--- src/rtl/pipe_pkg.sv ---
// Shared definitions for the elastic pipeline stage register: default payload
// layout, occupancy encoding and the counter saturation helper.
package pipe_pkg;

  localparam int PC_W       = 32;
  localparam int IR_W       = 32;
  localparam int DATA_W_DEF = PC_W + IR_W;

  // Bit 0 is main_v and bit 1 is skid_v, so the encoding doubles as the valid flags.
  typedef enum logic [1:0] {
    EMPTY = 2'b00,
    HALF  = 2'b01,
    FULL  = 2'b11
  } skid_state_e;

  function automatic logic [63:0] sat_max(input int unsigned width);
    if (width >= 64) return '1;
    return (64'd1 << width) - 64'd1;
  endfunction

endpackage

--- src/rtl/pipe_skid_reg_sat_counter.sv ---
// Saturating event counter with a synchronous clear that beats the increment.
module sat_counter
  import pipe_pkg::*;
#(
  parameter int CNT_W = 16
) (
  input  logic             clk,
  input  logic             rst,
  input  logic             inc,
  input  logic             clr,
  output logic [CNT_W-1:0] q
);

  localparam logic [CNT_W-1:0] SAT_MAX = CNT_W'(sat_max(CNT_W));

  logic [CNT_W-1:0] cnt_q;
  logic [CNT_W-1:0] cnt_d;

  always_comb begin
    cnt_d = cnt_q;
    if (clr) begin
      cnt_d = '0;
    end else if (inc && (cnt_q != SAT_MAX)) begin
      cnt_d = cnt_q + 1'b1;
    end
  end

  always_ff @(posedge clk or negedge rst) begin
    if (!rst) begin
      cnt_q <= '0;
    end else begin
      cnt_q <= cnt_d;
    end
  end

  assign q = cnt_q;

endmodule

--- src/rtl/pipe_skid_reg.sv ---
// Elastic valid/ready pipeline stage with flush, optional two-entry skid
// buffer (registered in_ready) and saturating stall/bubble counters.
module pipe_skid_reg
  import pipe_pkg::*;
#(
  parameter int DATA_W       = DATA_W_DEF,
  parameter bit SKID         = 1'b1,
  parameter int CNT_W        = 16,
  parameter bit ZERO_INVALID = 1'b1
) (
  input  logic              clk,
  input  logic              rst,
  input  logic              flush,
  input  logic              in_valid,
  output logic              in_ready,
  input  logic [DATA_W-1:0] in_data,
  output logic              out_valid,
  input  logic              out_ready,
  output logic [DATA_W-1:0] out_data,
  input  logic              cnt_clr,
  output logic [CNT_W-1:0]  stall_cnt,
  output logic [CNT_W-1:0]  bubble_cnt
);

  logic              main_v;
  logic [DATA_W-1:0] main_data;
  logic              in_xfer;
  logic              out_xfer;

  assign in_xfer  = in_valid & in_ready;
  assign out_xfer = main_v & out_ready;

  generate
    if (SKID) begin : g_skid
      skid_state_e       state_q;
      skid_state_e       state_d;
      logic [DATA_W-1:0] main_q;
      logic [DATA_W-1:0] main_d;
      logic [DATA_W-1:0] skid_q;
      logic [DATA_W-1:0] skid_d;

      always_comb begin
        state_d = state_q;
        main_d  = main_q;
        skid_d  = skid_q;
        if (flush) begin
          state_d = EMPTY;
          main_d  = '0;
          skid_d  = '0;
        end else begin
          case (state_q)
            EMPTY: begin
              if (in_xfer) begin
                main_d  = in_data;
                state_d = HALF;
              end
            end
            HALF: begin
              if (in_xfer && out_xfer) begin
                main_d = in_data;
              end else if (out_xfer) begin
                state_d = EMPTY;
              end else if (in_xfer) begin
                skid_d  = in_data;
                state_d = FULL;
              end
            end
            FULL: begin
              // in_ready is low here, so only the drain of main can happen.
              if (out_xfer) begin
                main_d  = skid_q;
                state_d = HALF;
              end
            end
            default: begin
              state_d = EMPTY;
            end
          endcase
        end
      end

      always_ff @(posedge clk or negedge rst) begin
        if (!rst) begin
          state_q <= EMPTY;
          main_q  <= '0;
          skid_q  <= '0;
        end else begin
          state_q <= state_d;
          main_q  <= main_d;
          skid_q  <= skid_d;
        end
      end

      assign in_ready  = ~state_q[1];
      assign main_v    = state_q[0];
      assign main_data = main_q;
    end else begin : g_single
      logic              valid_q;
      logic              valid_d;
      logic [DATA_W-1:0] main_q;
      logic [DATA_W-1:0] main_d;

      always_comb begin
        valid_d = valid_q;
        main_d  = main_q;
        if (flush) begin
          valid_d = 1'b0;
          main_d  = '0;
        end else if (in_xfer) begin
          valid_d = 1'b1;
          main_d  = in_data;
        end else if (out_xfer) begin
          valid_d = 1'b0;
        end
      end

      always_ff @(posedge clk or negedge rst) begin
        if (!rst) begin
          valid_q <= 1'b0;
          main_q  <= '0;
        end else begin
          valid_q <= valid_d;
          main_q  <= main_d;
        end
      end

      assign in_ready  = ~valid_q | out_ready;
      assign main_v    = valid_q;
      assign main_data = main_q;
    end
  endgenerate

  assign out_valid = main_v;
  assign out_data  = (ZERO_INVALID && !main_v) ? '0 : main_data;

  sat_counter #(.CNT_W(CNT_W)) u_stall_cnt (
    .clk (clk),
    .rst (rst),
    .inc (main_v & ~out_ready),
    .clr (cnt_clr),
    .q   (stall_cnt)
  );

  sat_counter #(.CNT_W(CNT_W)) u_bubble_cnt (
    .clk (clk),
    .rst (rst),
    .inc (~main_v & out_ready),
    .clr (cnt_clr),
    .q   (bubble_cnt)
  );

endmodule

--- config.mk ---
export PLATFORM = sky130hd
export DESIGN_NAME = pipe_skid_reg
export DESIGN_NICKNAME = d
export VERILOG_FILES = /design/src/rtl/pipe_pkg.sv /design/src/rtl/pipe_skid_reg_sat_counter.sv /design/src/rtl/pipe_skid_reg.sv
export SDC_FILE = /design/constraint.sdc
export NUM_CORES = 1
export LEC_CHECK = 0
export BUFFER_PORTS_ARGS = -buffer_cell sky130_fd_sc_hd__buf_2
export CORE_MARGIN = 5
export CORE_UTILIZATION = 50
export DETAILED_ROUTE_END_ITERATION = 10
export PLACE_DENSITY = 0.74
export SLEW_MARGIN = 20
export SYNTH_ARGS = -nofsm -noshare
export SYNTH_HDL_FRONTEND = slang
export SYNTH_HIERARCHICAL = 1
export SYNTH_SLANG_ARGS = --single-unit
--- constraint.sdc ---
create_clock -name clk -period 3.01 [get_ports clk]
set_input_delay 0.1505 -clock clk [delete_from_list [all_inputs] [get_ports clk]]
set_output_delay 0.1505 -clock clk [all_outputs]
set_load 0.05 [all_outputs]
==> results of run 1 <==
==> power groups by stage <==
stage	Sequential, W	Clock (W)	Combinational, W
5_1_grt	0.00292	0.00227	0.00313
3_3_place_gp	0.00287	0	0.00279
4_1_cts	0.00286	0.00217	0.00291
2_1_floorplan	0.00284	0	0.00221
3_5_place_dp	0.00290	0	0.00283
6_report	0.00286	0.00213	0.00289
==> placed cells by master, fill, tap and decap left out, types with 7 or more instances in the layout <==
cell	count
a211oi_2	62
buf_2	165
nor4_1	10
ha_1	7
nor2_1	12
nor3_1	64
mux2_1	8
dlygate4sd3_1	65
nand2_1	143
or4_1	10
nand4_1	12
nor2b_1	12
inv_1	10
and2_1	64
o31ai_1	14
clkbuf_16	17
dfrtp_1	161
buf_4	10
mux2i_1	65
a21oi_1	87
nand3_1	7
==> sequential cells by signal, summed over array words and instances, names as in the netlist <==
| name | flops |
|---|---|
| g_skid.main_q | 64 |
| g_skid.skid_q | 64 |
| g_skid.state_q | 2 |
| u_bubble_cnt/q | 16 |
| u_stall_cnt/q | 16 |
==> layout make-up <==
class	count	area share
diodes	1	0.000230
clock buffers	26	0.0459
clock inverters	5	0.00690
inverters	10	0.00345
multi-input cells	630	0.389
flip-flops and latches	162	0.373
well taps	225	0.0259
repair buffers	248	0.156
==> cells by family (layout without fill, tap and decap cells) <==
family	count (synthesis)	after routing	synth area share
multiplexers	73	73	0.0854
AND/OR/NAND/NOR	364	364	0.217
buffers and inverters	83	289	0.0462
AO/OA/AOI/OAI	184	184	0.171
flip-flops	162	162	0.467
other	0	1	0
XOR/XNOR	1	1	0.00101
adder cells (fa/ha/maj)	8	8	0.0115
==> per-stage QoR <==
| step | setup slack [ns] | utilization |
|---|---|---|
| after detailed placement | 0.524 | 0.562 |
| final | 0.481 | 0.633 |
| after CTS | 0.506 | 0.633 |
| after global placement | 0.616 | 0.562 |
| after floorplan | 0.364 | - |
| after global routing | 0.354 | 0.633 |
==> worst paths after layout <==
check                                         end  slack [ns]  depth (start not counted)
max in group asynchronous       g_skid.skid_q[51]        1.80                          3
worst min-delay path            g_skid.state_q[1]        0.12                          3
worst max-delay path             u_stall_cnt/q[3]        0.48                          5
min in group asynchronous       u_stall_cnt/q[10]        0.37                          2
worst max register to register   u_stall_cnt/q[3]        0.48                          5
worst min register to register  g_skid.skid_q[29]        0.52                          2
==> layer usage <==
| layer | global-route usage | share of wire | vias up |
|---|---|---|---|
| li1 | - | - | 3505 |
| met1 | 0.314 | 0.45 | 3542 |
| met2 | 0.367 | 0.47 | 221 |
| met3 | 0.0398 | 0.056 | 28 |
| met4 | 0.0702 | 0.016 | 0 |
| met5 | 0 | 0 | - |
==> worst min-delay path, stage by stage <==
cell	delay, ns
buf_2	0.11
a41oi_1	0.17
a311oi_1	0.06
==> repair_timing <==
| action | CTS | global route |
|---|---|---|
| endpoints found under the hold margin | 148 | 0 |
| resized for setup | 0 | 0 |
| hold buffers | 65 | 0 |
==> results.md, run 1 <==
Setup path:
- The data arrival at the endpoint of the critical path is 2.87 ns.
- STA puts the critical path data required time at 3.35 ns.
- The critical path contains buffers and inverters numbering 2 combined.
- The worst setup path is of the flip-flop to flip-flop kind.
- The cell that appears most often on the critical path is inv_1.
- The source of the worst register-to-register timing path is g_skid.state_q[0].
- The largest delay contributor family on the critical path is simple AND/OR/NAND/NOR gates.
- Tracing the worst setup path back leads to its startpoint at g_skid.state_q[0].
- Walking the worst path, the cells encountered are inv_1 -> nor2_1 -> inv_1 -> or4_2 -> a21oi_1.
- The worst setup path is launched from a flip-flop.
- The delay of the slowest cell on the worst path is 0.73 ns.
- The critical-path cell with the highest stage delay is or4_2.
- STA classifies the critical path endpoint as a flip-flop.
- The maximum net fanout on the critical path is 25.

Synth:
- The most frequently used cell type in the post-synthesis netlist is dfrtp_1.
- The cell type with the largest total area after synthesis is dfrtp_1.
- By area the synthesized netlist is led by dfrtp_1 (47%), a211oi_2 (8.9%), mux2i_1 (7.5%).
- The synthesized area per cell is 9.92 µm².
- The most used flip-flop cell after synthesis is dfrtp_1.
- The count of warnings emitted by yosys is 6.
- Summing every instance area after synthesis gives 0.00868 mm².
- The distinct cell type count of the synthesized netlist is 43.
- The number of flip-flops and latches in the synthesized netlist is 162.
- The number of nets produced by synthesis is 953.
- Of the synthesized area, sequential elements account for 0.467.
- The synthesized instance count is 875.
- In this run, synthesis inferred 0 flip-flops with an integrated enable.
- The share of synthesized area in the top cell type comes to 0.467.
- Ranked by instance count, the synthesized netlist is headed by dfrtp_1 (162), nand2_1 (143), a21oi_1 (87), mux2i_1 (65).
- After synthesis, the share of flip-flops with an asynchronous set or reset is 1.00.

Final layout:
- In the final layout, the multi-input gates occupy 0.00423 mm².
- After the last flow step, the layout net total stands at 1,147.
- In the final layout, the share of cells above drive strength 1 is 0.272.
- The area occupied by registers is 0.00406 mm².
- Relative to the synthesized area, the layout overhead comes to 25.4%.
- After routing the design area is 0.0109 mm².
- The count of filler cells inserted in the layout is 1,431.
- After the flow finishes, the layout carries non-filler instances totaling 1,307.

CTS:
- The number of clock sinks is 162.
- The root buffer cell chosen for the clock tree is clkbuf_16.
- The later pin in the worst-skew pair is clocked with a latency of 0.42 ns.
- Post-CTS timing repair inserted 0 buffers for setup.
- Clock tree synthesis inserted a total of 17 buffers.
- The clock passes through at most 2 buffers.
- The H-tree generated during clock tree synthesis spans 4 levels.
- The clock-pin slew on the worst setup and hold paths is 0.06 ns.
- The clock tree from TritonCTS is built.

Floorplan:
- From bottom edge to top edge, the die measures 142 µm.
- In this run the horizontal extent of the chip is 142 µm.
- The initial utilization of the core area, before any placement, comes to 0.505.
- The I/O pin count is 168.
- The floorplan die area is 0.0201 mm².
- The total number of placement rows is 48.
- The core area is 0.0172 mm².

GRT:
- In the global route stage, overall resource usage came out at 0.228.
- The first global-routing pass estimated 37,200 µm of wire.
- Entering global routing, the biggest net connects 93 pins.
- The global-route congestion overflow total is 0.
- The number of global-route vias before repair came to 7,223.
- The initial antenna violation count is 0.

Power and ir drop:
- The sequential share of power is 0.363.
- The internal portion of total power is 0.00488 W.
- VDD sags by at most 522 µV.
- The areal power density over the cells is 725 mW/mm².
- The share of total power dissipated in the clock network is 0.270.
- The net switching power is 0.00300 W.
- The combinational fraction of design power is 0.367.
- The analysis attributes to cell leakage a power of 4.77 nW.
- Overall power consumption after layout is estimated at 0.00789 W.
- Of the total power, the share spent switching nets is 0.381.

Detailed routing:
- The routed design has 22,700 µm of wire.
- After the first detailed-routing iteration, the DRC count stood at 515.
- The detailed-router iteration count before antenna repair is 5.
- The wire length per cell after detailed routing is 17.4 µm.
- After detailed routing, the number of vias per cell comes to 5.58.
- For this run, design rule violations remaining after detail routing come to 0.
- The number of nets still failing antenna checks after routing is 0.
- The via count is 7,296.

STA:
- Setup violations remaining at the end of the flow were counted as 0.
- The top achievable clock speed is 395 MHz.
- The relative max-transition margin is 0.420.
- For the pin with the worst max-slew slack, the measured transition is 0.870 ns.
- The max-slew violation count is 0.
- The worst hold margin is 0.116 ns.
- After layout, the minimum clock period comes to 2.53 ns.
- The number of hold violations in the final report is 0.
- The summed negative setup slack over all endpoints is 0 ns.
- The part of the cycle the worst path needs is 0.840.
- Between clock sinks in the finished design, the worst skew comes to 0.00621 ns.
- Setup repair after global routing left no endpoint under its margin.

Placement:
- The total of buffers placed on input and output ports is 167.
- After detailed placement, the design holds a cell count of 1,210.
- Detailed placement finished with a half-perimeter wire length of 14,100 µm.
- The placer congestion estimate is 0.891.
- The post-place instance area is 0.00965 mm².

Hold path:
- The worst min-delay path category is primary input to flip-flop.
- In this run the most critical hold path is launched from in_valid.

Outcome:
- The flow ran to the end, and the final reports show no timing, DRC or antenna violations.

Run:
- Max-cap violations in this run came to 0.
Power figures use the tool's default switching activity.
==> run 2, diff against run 1 <==
- PLACE_DENSITY: 0.74 -> 0.77
- clock period: 3.01 -> 2.2 ns (I/O delays scaled with it)
==> run 2 against run 1 <==
Against the previous run: wire length rose by 2.0%; global-route usage hardly changed; via count grew 2.3%; critical path type unchanged.
==> results.md, run 2 (synthesis gave the netlist of run 1 again) <==
Outcome:
- The run finished with clean final reports.

Power and ir drop:
- Of the total power, the share spent switching nets is 0.383.
- IR analysis of the VDD net gives a maximum drop of 690 µV.
- The share of total power in the clock network is 0.263.
- The net switching power is 0.00426 W.
- For this design the ratio of total power to cell area is 998 mW/mm².
- The combinational fraction of design power is 0.386.
- The sequential share of power is 0.351.
- The internal portion of the total power is 0.00684 W.
- The leakage power is 4.90 nW.
- The completed layout was analyzed and its total power is 0.0111 W.

Setup path:
- The slowest stage of the critical path belongs to the cell dfrtp_2.
- Setup slack on the worst reg-to-reg path comes out at 0.05 ns.
- The depth of the worst register-to-register path is 7.
- In this run the critical register-to-register path is launched from g_skid.state_q[1].
- Walking the worst path, the cells encountered are clkinvlp_4 -> ha_2 -> or2_1 -> a211oi_4 -> or2_4 -> clkbuf_16 -> a211oi_2.
- STA classifies the critical path endpoint as a flip-flop.
- The endpoint identified for the worst register-to-register timing path is g_skid.main_q[45].
- Along the worst path, the maximum fanout reaches 16.
- At the worst endpoint, the required time is 2.49 ns.
- The largest single stage delay on the critical path is 0.44 ns.
- The critical path start-end classification is flip-flop to flip-flop.
- The critical path launch point type is a flip-flop.
- The data arrival at the endpoint of the critical path is 2.43 ns.

Run:
- Max-cap violations in this run came to 0.

Detailed routing:
- The wire length per cell after detailed routing is 17.4 µm.
- Before antenna repair, the detailed router went through 5 iterations.
- The detailed router finished its first iteration with 396 violations.
- The detail-routed via count per cell is 5.62.
- The via count is 7,466.
- The number of nets still failing antenna checks after routing is 0.
- The total length of routed wires is 23,100 µm.
- The number of DRC violations after detailed routing is 0.

STA:
- The max-slew violation count came to 0.
- The number of hold violations in the final report is 0.
- Static timing analysis puts the maximum clock frequency at 466 MHz.
- Setup repair after global routing could not meet its margin everywhere.
- The summed negative setup slack over all endpoints is 0 ns.
- The setup clock skew after layout is 0.00854 ns.
- The minimum period implied by the final worst setup slack is 2.15 ns.
- The relative max-transition margin is 0.503.
- In the finished design, the share of the clock period the worst path needs comes to 0.976.
- The transition time at the pin with the least slew margin is 0.746 ns.
- The setup-violating endpoint count in the final report is 0.

CTS:
- Clock latency on the worst-skew pair, taken at its later pin, is 0.42 ns.
- TritonCTS built the clock tree.
- The clock-pin slew on the worst setup and hold paths is 0.06 ns.
- The tree built by TritonCTS fans out to 162 sinks.
- The root buffer cell chosen for the clock tree is clkbuf_16.
- In this run, CTS created clock tree buffers numbering 17.
- The maximum clock insertion buffer count is 2.
- The H-tree generated during clock tree synthesis spans 4 levels.

Placement:
- At the end of routability-driven placement, the weighted congestion stood at 0.838.
- Summed over all nets, the half-perimeter wirelength after detailed placement is 14,400 µm.
- In this run the cell area measured after placement is 0.00977 mm².
- The total of buffers placed on input and output ports is 167.

Hold path:
- The endpoint of the worst hold path is g_skid.skid_q[5].
- The depth of the worst hold-timing path is 2.
- In this run the most critical hold path is launched from flush.
- The worst min-delay path category is primary input to flip-flop.

Floorplan:
- The floorplan die area is 0.0201 mm².
- For this configuration, the core starts out at a cell density of 0.505.
- The floorplan die height is 142 µm.
- The chip width is 142 µm.
- In this run the count of I/O pins placed on the die edge is 168.
- Row generation in the floorplan step produced 48 rows.
- The core area is 0.0172 mm².

GRT:
- The routing layer with the top usage in global route is met2.
- In the global route stage, met2 resource usage came out at 0.380.
- The number of global-route vias before repair is 7,247.
- The first-pass GRT wire length is 37,200 µm.
- The overall routing resource usage is 0.227.
- The global-route congestion overflow total is 0.
- Entering global routing, the biggest net connects 69 pins.
- The initial antenna violation count is 0.
- In the global route stage, met1 resource usage came out at 0.304.
- The met3 layer usage reported by global route is 0.0411.

Final layout:
- The antenna diode count is 0.
- For this run, the post-layout net count is 1,168.
- The top cell types in the final layout, fill and taps aside, are buf_2 (165), dfrtp_1 (160), nand2_1 (143).
- The area growth from synthesis to layout is 28.2%.
- The most common cell after layout, fill and taps aside is buf_2.
- The largest registers in the layout are g_skid.main_q x64, g_skid.skid_q x64.
- After routing the design area is 0.0111 mm².
- The share of the core filled with cells is 0.648.
- The layout cell share with drive strength beyond 1 is 0.293.
## run 2: cell count changes in the layout (fill, tap and decap cells not counted), moves of 2 or more
cell,previous run,this run
clkinv_2,3,7
clkbuf_8,4,2
ha_2,1,3
buf_4,10,24
clkinvlp_4,0,2
buf_6,2,5
clkbuf_16,17,19
clkbuf_1,5,2
ha_1,7,5
## run 2: repair_timing
action | in CTS | in global routing
hold buffers | 65 | 0
endpoints found under the hold margin | 123 | 0
gates resized for setup | 0 | 4
buffers inserted | 0 | 8
setup endpoints to repair | 0 | 35
## run 2: cell type report
class | instances | area (µm²)
well taps | 225 | 282
fillers | 1383 | 6050
flip-flops and latches | 162 | 4060
multi-input cells | 630 | 4240
clock buffers | 21 | 460
clock inverters | 11 | 111
repair buffers | 269 | 1930
inverters | 10 | 41.3
## run 2: worst max-delay path by stage
stage | from | end | depth (start not counted)
after floorplan | g_skid.state_q[1] | g_skid.main_q[0] | 8
after global placement | g_skid.state_q[1] | g_skid.main_q[24] | 7
after detailed placement | g_skid.state_q[1] | g_skid.main_q[46] | 7
after CTS | g_skid.state_q[1] | g_skid.main_q[52] | 7
after global routing | g_skid.state_q[1] | g_skid.main_q[23] | 7
final | g_skid.state_q[1] | g_skid.main_q[45] | 7
## run 2: metal layers
metal,up-vias,wire (µm)
met5,-,0
met4,0,374
met3,26,1140
met2,210,11500
met1,3677,10200
li1,3553,-
## run 2: power by group through the flow
stage	clock (W)	combinational [W]	sequential (W)
floorplan	0	0.00305	0.00390
global placement	0	0.00391	0.00394
detailed placement	0	0.00398	0.00396
CTS	0.00295	0.00408	0.00391
global route	0.00308	0.00462	0.00397
finish	0.00292	0.00428	0.00390
## run 2: stage by stage
step / hold slack [ns] / cells / setup slack, ns
floorplan: -0.186 / 875 / -0.0293
global placement: 0.140 / 1221 / 0.171
detailed placement: 0.141 / 1221 / 0.114
CTS: 0.0357 / 1318 / 0.0877
global route: 0.0393 / 1328 / -0.0327
finish: 0.0524 / 1328 / 0.0535
## run 2: worst max-delay path, delay by kind of cell, from the launching register on
kind | cells | cell delay, ns
and+or+nand+nor | 2 | 0.52
DFF | 1 | 0.44
AOI/OAI and AO/OA | 2 | 0.42
buffers and inverters | 2 | 0.39
adders and majority gates | 1 | 0.24
==> run 3, diff against run 2 <==
- PLACE_DENSITY: 0.77 -> 0.74
- clock period: 2.2 -> 2.1 ns (I/O delays scaled with it)
==> run 3 against run 2 <==
Against the previous run: final cell count increased by 0.38%; register-to-register slack improved by 0.03 ns; clock power increased by 8.6%; first-iteration DRC count increased by 18%; count of clock-buffer cells in the layout increased by 2; largest cell class unchanged; flip-flop and latch count unchanged; via count decreased by 0.55%; total power increased by 6.7%; global-route usage increased by 0.78 points.
==> results.md, run 3 (synthesis gave the netlist of run 1 again) <==
Outcome:
- The flow ran to the end, and the final reports show no timing, DRC or antenna violations.

Detailed routing:
- The number of DRC violations after detailed routing is 0.
- Using the TritonRoute via totals, the vias-per-cell ratio works out to 5.57.
- The total length of routed wires is 23,000 µm.
- The number of nets still failing antenna checks after routing is 0.
- The detailed router placed 7,425 vias in this run.
- After detailed routing, the average wire length per cell comes to 17.3 µm.
- The detailed router finished its first iteration with 468 violations.
- The detailed-router iteration count before antenna repair is 4.

STA:
- The setup-violating endpoint count in the final report is 0.
- For the pin with the worst max-slew slack, the measured transition is 0.658 ns.
- The number of hold violations in the final report is 0.
- Setup repair after global routing could not meet its margin everywhere.
- The max-slew violation count was 0.
- The setup slack after layout is 0.0850 ns.
- The summed negative setup slack over all endpoints is 0 ns.
- Based on the critical path, the design can be clocked at up to 496 MHz.
- The minimum period implied by the final worst setup slack is 2.02 ns.
- The clock arrives with 0.00817 ns of skew.
- The worst pin sits at a relative slew slack of 0.562.
- The part of the cycle the worst path needs is 0.960.

Hold path:
- The start point of the worst hold path is flush.
- For hold timing, the worst endpoint is g_skid.skid_q[2].
- The depth of the worst hold-timing path is 2.
- The worst min-delay path category is primary input to flip-flop.

GRT:
- The maximum number of pins on one net before global-route repair is 94.
- The first-pass GRT wire length is 38,400 µm.
- For this run the aggregate overflow at the end of global routing stands at 0.
- The initial antenna violation count is 0.
- The number of global-route vias before repair is 7,483.
- Across every metal layer, demand over resource in global routing totals 0.235.

CTS:
- The clock tree from TritonCTS is built.
- Counting the buffers created by CTS gives 17.
- The H-tree was split into 4 levels.
- The clock passes through at most 2 buffers.
- CTS placed an instance of clkbuf_16 at the clock tree root.
- Clock-pin slew was measured on the worst setup and hold paths at 0.06 ns.
- The number of clock sinks is 162.
- The clock latency at the later pin of the worst-skew pair is 0.42 ns.

Final layout:
- The relative area change from synthesis to final layout is 29.8%.
- The largest registers in the layout are g_skid.main_q x64, g_skid.skid_q x64.
- The layout cell share with drive strength beyond 1 is 0.300.
- The share of the core filled with cells is 0.656.
- The area of all placed cells without fillers is 0.0113 mm².
- The antenna diode count is 0.
- The final layout contains 1,174 nets.
- In the layout the commonest cells are buf_2 (165), dfrtp_1 (156), nand2_1 (143).
- The most common cell after layout, fill and taps aside is buf_2.

Floorplan:
- The die covers 0.0201 mm².
- Measured along the x axis, the die boundary spans 142 µm.
- The floorplan step set the die height to 142 µm.
- For this configuration, the core starts out at a cell density of 0.505.
- The I/O pin count is 168.
- The floorplan step defined a core boundary enclosing 0.0172 mm².
- The initialized floorplan defines 48 standard-cell rows.

Placement:
- Buffers placed on the I/O ports in this run total 167.
- The congestion estimate from routability-driven global placement came to 0.795.
- Once placement finished, the instance area stood at 0.0100 mm².
- The wire-length estimate of the detail-placed layout is 15,100 µm.
- Prior to clock tree synthesis, the placed netlist has a worst setup slack of 0.0943 ns.

Setup path:
- The startpoint identified for the worst register-to-register timing path is g_skid.state_q[1].
- The data arrival at the endpoint of the critical path is 2.29 ns.
- STA classifies the critical path startpoint as a flip-flop.
- The critical path is of the flip-flop to flip-flop type.
- The depth of the worst register-to-register path is 7.
- The maximum net fanout on the critical path is 15.
- The worst reg2reg path endpoint is g_skid.main_q[57].
- Tracing the worst setup path back leads to its startpoint at g_skid.state_q[1].
- For the worst setup path, the data required time is 2.38 ns.
- The worst setup path is captured at a flip-flop.
- Setup slack on the worst reg-to-reg path comes out at 0.08 ns.

Power and ir drop:
- The leakage power is 4.94 nW.
- The areal power density over the cells is 1050 mW/mm².
- Across the VDD grid, the largest voltage drop is 713 µV.
- The total power is 0.0118 W.

Run:
- The max-capacitance violation count is 0.
==> run 3: changes by cell type in the layout (fill, tap and decap cells not counted), moves of 2 or more <==
cell / before / now
clkbuf_1: 2 / 4
dfrtp_1: 160 / 156
buf_12: 7 / 17
clkbuf_16: 19 / 17
clkinv_2: 7 / 1
dfrtp_2: 1 / 5
inv_1: 9 / 7
inv_2: 0 / 2
==> run 3: power breakdown <==
group	switching (W)	internal (W)	leakage, nW
sequential	0.000355	0.00373	2.20
clock	0.00124	0.00193	0.284
combinational	0.00287	0.00172	2.46
total	0.00446	0.00738	4.94
==> run 3: critical path, stage by stage (launching register included) <==
cell and delay (ns):
dfrtp_2 0.42, clkinvlp_4 0.13, ha_2 0.22, or2_1 0.24, a211oi_4 0.28, or2_4 0.30, buf_12 0.20, a211oi_2 0.08
==> run 3: area by class of cell <==
class | count | area, µm²
fill | 1395 | 5910
multi-input combinational | 630 | 4240
sequential | 162 | 4060
timing repair buffer | 275 | 2040
clock buffer | 23 | 468
tap | 225 | 282
clock inverter | 8 | 128
inverter | 10 | 41.3
==> run 3: through the flow <==
| stage | hold slack [ns] | cells |
|---|---|---|
| final | 0.0770 | 1333 |
| after global routing | 0.0927 | 1333 |
| after CTS | 0.0642 | 1333 |
| after detailed placement | 0.0776 | 1237 |
| after global placement | 0.0743 | 1237 |
| after floorplan | -0.191 | 875 |
==> run 3: worst max-delay path by stage <==
stage,endpoint,slack [ns],depth (start not counted)
global placement,u_bubble_cnt/q[13],0.15,4
detailed placement,g_skid.main_q[16],0.09,7
finish,g_skid.main_q[57],0.08,7
global route,g_skid.main_q[60],-0.02,7
CTS,g_skid.main_q[57],0.08,7
floorplan,g_skid.main_q[0],-0.13,8
==> run 3: routing by layer <==
layer	up-vias	GRT usage	share of wire
met3	33	0.0330	0.053
met2	239	0.384	0.49
met5	-	0	0
met4	0	0.0803	0.020
li1	3557	-	-
met1	3596	0.323	0.44
==> run 3: what timing repair did <==
| action | CTS | global route |
|---|---|---|
| hold buffers | 65 | 0 |
| resized for setup | 0 | 4 |
| buffers inserted | 0 | 0 |
| endpoints found under the setup margin | 0 | 10 |
| endpoints found under the hold margin | 110 | 0 |
